File: src/rtl/mem_pipe_stage.sv
`default_nettype none
// ============================================================================
// Module   : mem_pipe_stage
// Brief    : Elastic datapath stage register, valid/ready, optional 2-entry skid
// Revision : 1.0 - initial release
// ============================================================================
module mem_pipe_stage #(
  parameter int CTRL_W = 16,
  parameter int DATA_W = 96,
  parameter int SKID   = 1
) (
  input  logic              clk,
  input  logic              rst,
  input  logic              flush,
  input  logic              in_valid,
  output logic              in_ready,
  input  logic [CTRL_W-1:0] in_ctrl,
  input  logic [DATA_W-1:0] in_data,
  output logic              out_valid,
  input  logic              out_ready,
  output logic [CTRL_W-1:0] out_ctrl,
  output logic [DATA_W-1:0] out_data,
  output logic [1:0]        occupancy
);

  typedef enum logic [1:0] {
    S_EMPTY = 2'd0,
    S_ONE   = 2'd1,
    S_FULL  = 2'd2
  } state_t;

  logic              w_in_fire;
  logic              w_out_fire;
  logic [CTRL_W-1:0] r_main_ctrl;
  logic [DATA_W-1:0] r_main_data;

  assign w_in_fire  = in_valid & in_ready;
  assign w_out_fire = out_valid & out_ready;
  // Invalid stages must never present live enables downstream.
  assign out_ctrl   = out_valid ? r_main_ctrl : '0;
  assign out_data   = r_main_data;

  generate
    if (SKID != 0) begin : g_skid
      state_t            r_state;
      state_t            w_state_nxt;
      logic              r_in_ready;
      logic [CTRL_W-1:0] r_skid_ctrl;
      logic [DATA_W-1:0] r_skid_data;

      assign in_ready  = r_in_ready;
      assign out_valid = (r_state != S_EMPTY);
      assign occupancy = r_state;

      always_comb begin
        w_state_nxt = r_state;
        if (flush) begin
          w_state_nxt = S_EMPTY;
        end else begin
          case (r_state)
            S_EMPTY: if (w_in_fire) w_state_nxt = S_ONE;
            S_ONE: begin
              if (w_in_fire && !w_out_fire)      w_state_nxt = S_FULL;
              else if (!w_in_fire && w_out_fire) w_state_nxt = S_EMPTY;
            end
            S_FULL:  if (w_out_fire) w_state_nxt = S_ONE;
            default: w_state_nxt = S_EMPTY;
          endcase
        end
      end

      always_ff @(posedge clk or posedge rst) begin
        if (rst) begin
          r_state     <= S_EMPTY;
          r_in_ready  <= 1'b0;
          r_main_ctrl <= '0;
          r_main_data <= '0;
          r_skid_ctrl <= '0;
          r_skid_data <= '0;
        end else begin
          r_state <= w_state_nxt;
          // Ready is a pure function of the next state, so no out_ready path.
          r_in_ready <= (w_state_nxt != S_FULL);
          if (flush) begin
            r_main_ctrl <= '0;
            r_skid_ctrl <= '0;
          end else begin
            case (r_state)
              S_EMPTY: begin
                if (w_in_fire) begin
                  r_main_ctrl <= in_ctrl;
                  r_main_data <= in_data;
                end
              end
              S_ONE: begin
                if (w_in_fire && w_out_fire) begin
                  r_main_ctrl <= in_ctrl;
                  r_main_data <= in_data;
                end else if (w_in_fire) begin
                  r_skid_ctrl <= in_ctrl;
                  r_skid_data <= in_data;
                end
              end
              S_FULL: begin
                if (w_out_fire) begin
                  r_main_ctrl <= r_skid_ctrl;
                  r_main_data <= r_skid_data;
                end
              end
              default: ;
            endcase
          end
        end
      end
    end else begin : g_noskid
      logic r_valid;

      assign in_ready  = ~r_valid | out_ready;
      assign out_valid = r_valid;
      assign occupancy = {1'b0, r_valid};

      always_ff @(posedge clk or posedge rst) begin
        if (rst) begin
          r_valid     <= 1'b0;
          r_main_ctrl <= '0;
          r_main_data <= '0;
        end else if (flush) begin
          r_valid     <= 1'b0;
          r_main_ctrl <= '0;
        end else if (w_in_fire) begin
          r_valid     <= 1'b1;
          r_main_ctrl <= in_ctrl;
          r_main_data <= in_data;
        end else if (w_out_fire) begin
          r_valid <= 1'b0;
        end
      end
    end
  endgenerate

endmodule
`default_nettype wire

File: config.mk
export PLATFORM = sky130hd
export DESIGN_NAME = mem_pipe_stage
export DESIGN_NICKNAME = d
export VERILOG_FILES = /design/src/rtl/mem_pipe_stage.sv
export SDC_FILE = /design/constraint.sdc
export NUM_CORES = 1
export LEC_CHECK = 0
export CAP_MARGIN = 20
export CORE_ASPECT_RATIO = 1.4
export CORE_MARGIN = 3
export CORE_UTILIZATION = 45
export CTS_CLUSTER_DIAMETER = 100
export CTS_CLUSTER_SIZE = 28
export DETAILED_ROUTE_END_ITERATION = 16
export PLACE_DENSITY = 0.78
export SYNTH_ARGS = -nofsm -noshare
export SYNTH_HDL_FRONTEND = slang
export SYNTH_SLANG_ARGS = --single-unit
File: constraint.sdc
create_clock -name clk -period 15.6 [get_ports clk]
set_input_delay 1.56 -clock clk [delete_from_list [all_inputs] [get_ports clk]]
set_output_delay 1.56 -clock clk [all_outputs]
set_load 0.02 [all_outputs]
# Word-level counts from Yosys, hierarchy flattened

Cells that the tools add are included.

Register bits: 227
Word-level logic and storage cells: 54
Input bits: 117
Output and inout port bits: 116

Muxes and demuxes: 19
Equal/unequal tests: 10
Bitwise logic cells: 4
Reductions and logical operators: 15

Operators by type and width:

| cell                                           | number |
|---|---|
| two-way mux 96 bit                             | 3 |
| one-hot mux 96 bit (3 select lines)            | 1 |
| two-way mux 16 bit                             | 8 |
| one-hot mux 16 bit (3 select lines)            | 1 |
| two-way mux 2 bit                              | 5 |
| != test 2 bit (second input constant)          | 5 |
| != test 3 bit (second input constant)          | 3 |
| AND reduction 4 bit                            | 2 |
| one-hot mux 2 bit (3 select lines)             | 1 |
| nonzero test 2 bit                             | 3 |
| AND reduction 5 bit                            | 1 |
| nonzero test 4 bit                             | 1 |
| logical AND 1 bit                              | 3 |
| AND reduction 3 bit                            | 1 |
| nonzero test 3 bit                             | 1 |
| bitwise AND 1 bit                              | 2 |
| == test 2 x 1 -> 1 bit (second input constant) | 1 |
| == test 2 bit (second input constant)          | 1 |
| logical NOT 1 bit                              | 2 |
| logical NOT 2 bit                              | 1 |
| NOT 1 bit                                      | 2 |

# Longest topological paths before layout

Gate-level depths: netlist of run 1.

Depth after elaboration: 8
Gate-level depth with buffers: 10
Gate-level depth less buffers: 6

# Least setup slack after synthesis of run 1

Ideal clock, no wire load.

Path type: reg-to-output
Start: register g_skid.r_state[0], in the netlist occupancy[0]
End: output port out_ctrl[10]
Path buffers: 2
Setup slack: 12.499 ns
Arrival time: 1.541 ns
Required time: 14.040 ns
Cell stages (with the launch flop): 6
Path through: dfrtp_1 > inv_1 > ha_1 > buf_2 > clkbuf_1 > nor2b_1

Cells in the longest elaborated chain, start to end: 2

Ends and longest elaborated chain:

| item                     | line | source |
|---|---|---|
| start: declaration       | 45   | `state_t r_state;` |
| start signal: assignment | 81   | `r_state <= w_state_nxt;` |
| nonzero test 2 bit       | 52   | `assign out_valid = (r_state != S_EMPTY);` |
| two-way mux 16 bit       | 40   | `assign out_ctrl = out_valid ? r_main_ctrl : '0;` |
| end: declaration         | 21   | `output logic [CTRL_W-1:0] out_ctrl,` |

Every way passes these cells.

# Worst setup path in the final report of run 1

Start: input port flush
End: register r_main_data[10], in the netlist out_data[10]

Cells in the longest elaborated chain, start to end: 2

Ends and longest elaborated chain:

| item                                 | line | source |
|---|---|---|
| start: declaration                   | 14   | `input logic flush,` |
| NOT 1 bit (no source line)           | -    |  |
| AND reduction 5 bit (no source line) | -    |  |
| end signal: assignment               | 92   | `r_main_data <= in_data;` |
| end signal: assignment               | 98   | `r_main_data <= in_data;` |
| end signal: assignment               | 107  | `r_main_data <= r_skid_data;` |
| end: declaration                     | 35   | `logic [DATA_W-1:0] r_main_data;` |

Every way passes these cells.
A chain may end at the register's enable or synchronous reset.

==> metrics.txt, run 1 <==
net switching power=860 uW; flop and latch count out of synthesis=227; DR pass1 iterations=5; data required time at the worst endpoint=16.00 ns; clock network latency to the later pin of the worst-skew pair=0.47 ns; list of most frequent post-synthesis cells=dfrtp_1, mux2i_1, a21oi_1; Clock transition at path regs=0.11 ns; total of hold buffers inserted after clock tree synthesis=0; clock tree root driver cell=clkbuf_16; number of instances in the synthesized netlist=820; count of warnings emitted by yosys=0; clock tree from TritonCTS=yes; clock tree skew after final layout=0.0291 ns; overflow left after global routing=0; clock tree buffer depth=3; fraction of power consumed by the clock network=14.6%; Placed Instances=1,280; routed length per placed instance=18.2 um; length of routed wiring on met1=9960 um; most used standard cell by instance count after synthesis=dfrtp_1; largest net degree at the start of global routing=148; antenna violations before repair=0; Tightest Pin Transition=1.08 ns; ratio of routed vias to standard cells=5.46; post-route clock period utilization=28.3%; total vias in the final route=7,078; overall die area=24,300 um2; Power Dens Cells=183 nW/um2; nature of the critical path startpoint=input port; final setup vio count=0; Initial Util=46.0%; quantity of gates resized following cts=0; met2 WL=11,700 um; number of H-tree branching levels=1; global-route wire length before repair=37,700 um; routed length on met3=1250 um; final sum of negative setup slack=0 ns; First DRT Iteration DRCs=450; top-area cell type share of the netlist area=56.1%; fraction of synthesis flops using an asynchronous set or reset pin=100%; maximum vdd ir drop=0.153 mV; clock buffers created by TritonCTS=12; flip-flop cell with the highest count after synthesis=dfrtp_1; Max Clock Freq=0.226 GHz; syn_area_per_cell=12.3 um2; unrepaired setup endpoints after global routing=false; share of post-route cells with drive strength above 1=12.8%; Post-CTS Setup Repair Bufs=0; DRC violation count after routing=0; Synth Cell Area=10,100 um2; Synthesized Nets=941; ANT nets after route=0; part of the Yosys area used for sequential elements=56.1%; Core Footprint=22,000 um2; proportion of power drawn by flip-flops and latches=42.1%; tightest slew margin relative to the limit=28.3%; Total Wirelength=23,700 um; area delta synth->final=27.6%; critical path peak fanout=98; DP Wirelength=15,000 um; Max Used Layer=met4; Internal Dissipation=1500 uW; largest cells by area after synthesis=dfrtp_1, mux2i_1, mux2_2, a31oi_1, a21oi_1; kind of path behind the tightest hold check=flop to flop; number of rows created at floorplan=64; non-filler cells in the finished layout=1,297; Fin. Hold Viols=0; result of the run=complete, no violations; count of input and output buffers=232; width of the die=133 um; post-synth top area cell=dfrtp_1; share of total power in combinational logic=43.3%; number of enable flip-flop cells after synthesis=0; minimum clock period after layout=4.42 ns; Max Slew Vio Count=0; vias in the first global route=7,153; CTS sink cnt=227; I/O pins=233; max-capacitance violation count=0; Setup crit end kind=flop; class of the most critical setup path=input port to flop; data arrival time of the critical path=4.82 ns; RD Place Congestion=0.795; overall power after layout=2360 uW; NumNets Final=1,120; LEAKAGE=0.00506 uW; height of the chip=183 um; share of total power consumed by net switching=36.5%; post-synth cell types=31; global-route total usage across every layer=18.6%
==> state kept, by name, indices dropped and copies added (netlist names) <==
signal and flops:
occupancy 2, r_main_ctrl 16, g_skid.r_skid_data 96, g_skid.r_skid_ctrl 16, in_ready 1, out_data 96
==> critical path, cell delays in order <==
cell and delay [ns]:
clkdlybuf4s50_1 0.40, buf_4 0.25, nor2_4 0.62, buf_4 0.65, buf_4 0.84, a21oi_1 0.17, a31oi_1 0.20
==> cell families (layout without fill, tap and decap cells) <==
logic type	after synthesis	in the layout	synth area share [%]
AO/OA/AOI/OAI	232	232	13.2
flip-flops	227	227	56.1
multiplexers	224	224	23.3
buffers and inverters	83	262	4.18
AND/OR/NAND/NOR	49	49	2.53
adder cells (fa/ha/maj)	4	4	0.495
XOR/XNOR	1	1	0.0866
other	0	1	0
==> layout by cell type (no fill, tap or decap) <==
master,instances
diode_2,1
a21boi_0,1
a31oi_1,96
clkbuf_16,13
inv_1,3
o21ai_0,1
buf_12,1
clkdlybuf4s50_1,232
nand2b_1,1
mux2i_1,128
a211oi_1,16
buf_4,10
nand3_1,2
and2_1,2
nor2_1,16
ha_4,1
a32oi_1,1
a21oi_1,114
o211ai_4,1
nand2_1,5
buf_8,1
clkinv_16,1
nor3_4,1
mux2_2,96
dfrtp_1,227
nor2_4,1
o22ai_1,1
ha_1,3
o211ai_1,1
nor3_1,1
or2_1,1
nand4b_1,1
or2_2,1
inv_8,1
xnor2_1,1
or3b_1,1
nor2b_1,16
==> per-layer routing <==
metal  vias to the layer above  track usage [%]
met1                      3508             23.5
met4                         0             6.53
li1                       3362                -
met2                       170             31.9
met5                         -                0
met3                        38             3.97
==> path summary, 6_finish.rpt <==
check,from,to,cells past startpoint,slack (ns)
worst max-delay path,flush,out_data[10],7,11.18
worst min-delay path,g_skid.r_skid_data[49],g_skid.r_skid_data[49],1,0.51
worst max register to register,occupancy[0],out_data[83],8,11.60
worst min register to register,g_skid.r_skid_data[49],g_skid.r_skid_data[49],1,0.51
max in group asynchronous,rst,out_data[81],4,12.47
min in group asynchronous,rst,g_skid.r_skid_data[6],2,1.70
==> cell type report <==
class / instances / area (um2)
well taps: 297 / 372
clock buffers: 13 / 325
multi-input cells: 510 / 4050
clock inverters: 1 / 30.0
repair buffers: 244 / 2430
fillers: 1807 / 9100
flip-flops and latches: 227 / 5680
inverters: 4 / 22.5
diodes: 1 / 2.50
==> power groups by stage <==
stage / clock network [uW] / logic, uW / registers, uW
floorplan: 0 / 495 / 1130
global placement: 0 / 1010 / 998
detailed placement: 0 / 1030 / 1010
CTS: 356 / 1030 / 997
global route: 371 / 1100 / 1030
finish: 344 / 1020 / 994
==> per-stage QoR <==
stage               instance area [um2]  hold slack (ns)  setup WS, ns  util, %
floorplan                         10100            0.480          7.82        -
global placement                  12500            0.488         10.83     56.9
detailed placement                12500            0.495         10.73     56.9
CTS                               12900            0.519         11.20     58.5
global route                      12900            0.527         10.92     58.6
finish                            12900            0.513         11.18     58.7
(Power assumes the default switching activity.)
==> inputs of run 2 (changes only) <==
--- a/config.mk
+++ b/config.mk
@@ -12,7 +12,7 @@
 export CTS_CLUSTER_DIAMETER = 100
 export CTS_CLUSTER_SIZE = 28
 export DETAILED_ROUTE_END_ITERATION = 16
-export PLACE_DENSITY = 0.78
+export PLACE_DENSITY = 0.81
 export SYNTH_ARGS = -nofsm -noshare
 export SYNTH_HDL_FRONTEND = slang
 export SYNTH_SLANG_ARGS = --single-unit
==> constraint.sdc (replaced) <==
create_clock -name clk -period 3.9 [get_ports clk]
set_input_delay 0.39 -clock clk [delete_from_list [all_inputs] [get_ports clk]]
set_output_delay 0.39 -clock clk [all_outputs]
set_load 0.02 [all_outputs]
==> run 2 against run 1 <==
Net effect:
- critical path depth decreased by 2
- highest routed layer unchanged
- combinational power increased to 4.1 times the previous value
- global-route usage is 0.085 points higher
- register-to-register slack worse by 10 ns
- critical endpoint is now out_ctrl[2]
- count of clock-buffer cells in the layout unchanged
- die area unchanged
- critical path type is now flop to primary output
- design area up 0.63%
- via count grew 0.75%
- clock power rose to 4.0 times the previous value
- sequential power rose to 4.0 times the previous value
- first-iteration DRC count fell by 6.7%
==> metrics.txt, run 2 (synthesis gave the netlist of run 1 again) <==
width of the die=133 um; RD Place Congestion=0.835; clock network latency to the later pin of the worst-skew pair=0.47 ns; clock tree skew after final layout=0.0285 ns; Total Wirelength=23,500 um; clock buffers created by TritonCTS=12; Placed Instances=1,285; number of H-tree branching levels=1; ratio of routed vias to standard cells=5.48; global-route wire length before repair=37,600 um; Clock transition at path regs=0.10 ns; largest net degree at the start of global routing=155; non-filler cells in the finished layout=1,301; Post-CTS Setup Repair Bufs=0; clock tree root driver cell=clkbuf_16; clock tree buffer depth=3; First DRT Iteration DRCs=420; overflow left after global routing=0; unrepaired setup endpoints after global routing=false; ANT nets after route=0; leading cell types in the layout, fill and taps excluded=clkdlybuf4s50_1, dfrtp_1, mux2i_1; critical path peak fanout=22; NumNets Final=1,124; clock tree from TritonCTS=yes; quantity of gates resized following cts=0; tightest slew margin relative to the limit=39.5%; area delta synth->final=28.4%; data required time at the worst endpoint=3.51 ns; total of hold buffers inserted after clock tree synthesis=0; final setup vio count=0; total vias in the final route=7,131; antenna violations before repair=1; vias in the first global route=7,083; routed length per placed instance=18.1 um; DR pass1 iterations=5; global-route total usage across every layer=18.7%; CTS sink cnt=227; count of input and output buffers=232; LEAKAGE=0.00509 uW; Max Clock Freq=0.363 GHz; sequential standard cell area=5680 um2; nature of the critical path startpoint=flop; kind of path behind the tightest hold check=input port to async pin; I/O pins=233; overall die area=24,300 um2; minimum clock period after layout=2.76 ns; result of the run=complete, no violations; Fin. Hold Viols=0; Core Footprint=22,000 um2; height of the chip=183 um; class of the most critical setup path=flop to primary output; Setup crit end kind=primary output; maximum vdd ir drop=0.448 mV; post-route clock period utilization=70.7%; filler instances=1,795; number of rows created at floorplan=64; Multi-input gate area=4050 um2; Max Slew Vio Count=0; final sum of negative setup slack=0 ns; Power Dens Cells=730 nW/um2; Initial Util=46.0%; DP Wirelength=15,800 um; path depth of the worst reg2reg path=9; Tightest Pin Transition=0.908 ns; leading cell type in the layout, fill and taps excluded=clkdlybuf4s50_1; share of post-route cells with drive strength above 1=13.2%; max-capacitance violation count=0; data arrival time of the critical path=2.37 ns; DRC violation count after routing=0
[run 2: cell count changes in the layout (fill, tap and decap cells not counted), sizes merged]
cell / previous run / this run
inv: 4 / 3
clkinvlp: 0 / 1
buf: 12 / 16
[run 2: worst max-delay path, stage by stage, from the launching register on]
cell             delay, ns
dfrtp_1               0.45
inv_1                 0.14
ha_1                  0.23
buf_4                 0.21
nor2b_1               0.22
clkdlybuf4s50_1       0.65
[run 2: area by class of cell]
type                       count  share of cell area, %
timing repair buffer         248                   19.4
inverter                       4                  0.144
tap                          297                   2.86
clock inverter                 1                  0.231
sequential                   227                   43.7
antenna                        1                 0.0193
multi-input combinational    510                   31.2
clock buffer                  13                   2.50
[run 2: per-layer routing]
layer | part of all wire, % | track usage [%]
met1 | 40 | 24.2
met2 | 50 | 31.4
met3 | 5.7 | 3.78
met4 | 3.7 | 6.86
met5 | 0 | 0
[run 2: worst paths after layout]
kind                       slack, ns                      to                   start
max                             1.14             out_ctrl[2]            occupancy[0]
min                             0.45            out_data[78]                     rst
max reg2reg                     1.18            out_data[38]            occupancy[0]
min reg2reg                     0.51  g_skid.r_skid_data[89]  g_skid.r_skid_data[89]
max in group asynchronous       2.72            out_data[10]                     rst
min in group clk                0.51  g_skid.r_skid_data[89]  g_skid.r_skid_data[89]
[run 2: metrics by stage]
stage | total power (uW) | area, um2 | hold WS, ns | utilization (%) | setup WS [ns]
floorplan | 6500 | 10100 | 0.480 | - | 0.544
global placement | 8050 | 12600 | 0.488 | 57.3 | 0.969
detailed placement | 8190 | 12600 | 0.495 | 57.3 | 0.881
CTS | 9570 | 13000 | 0.520 | 58.9 | 0.862
global route | 10100 | 13000 | 0.514 | 59.0 | 0.974
finish | 9490 | 13000 | 0.455 | 59.0 | 1.14
[run 2: power by group]
| part | switching [uW] | internal [uW] | leakage [uW] | total, uW |
|---|---|---|---|---|
| Combinational | 2130 | 2010 | 0.00224 | 4140 |
| Sequential | 571 | 3410 | 0.00268 | 3980 |
| Clock | 753 | 616 | 0.000172 | 1370 |
| Total | 3450 | 6040 | 0.00509 | 9490 |
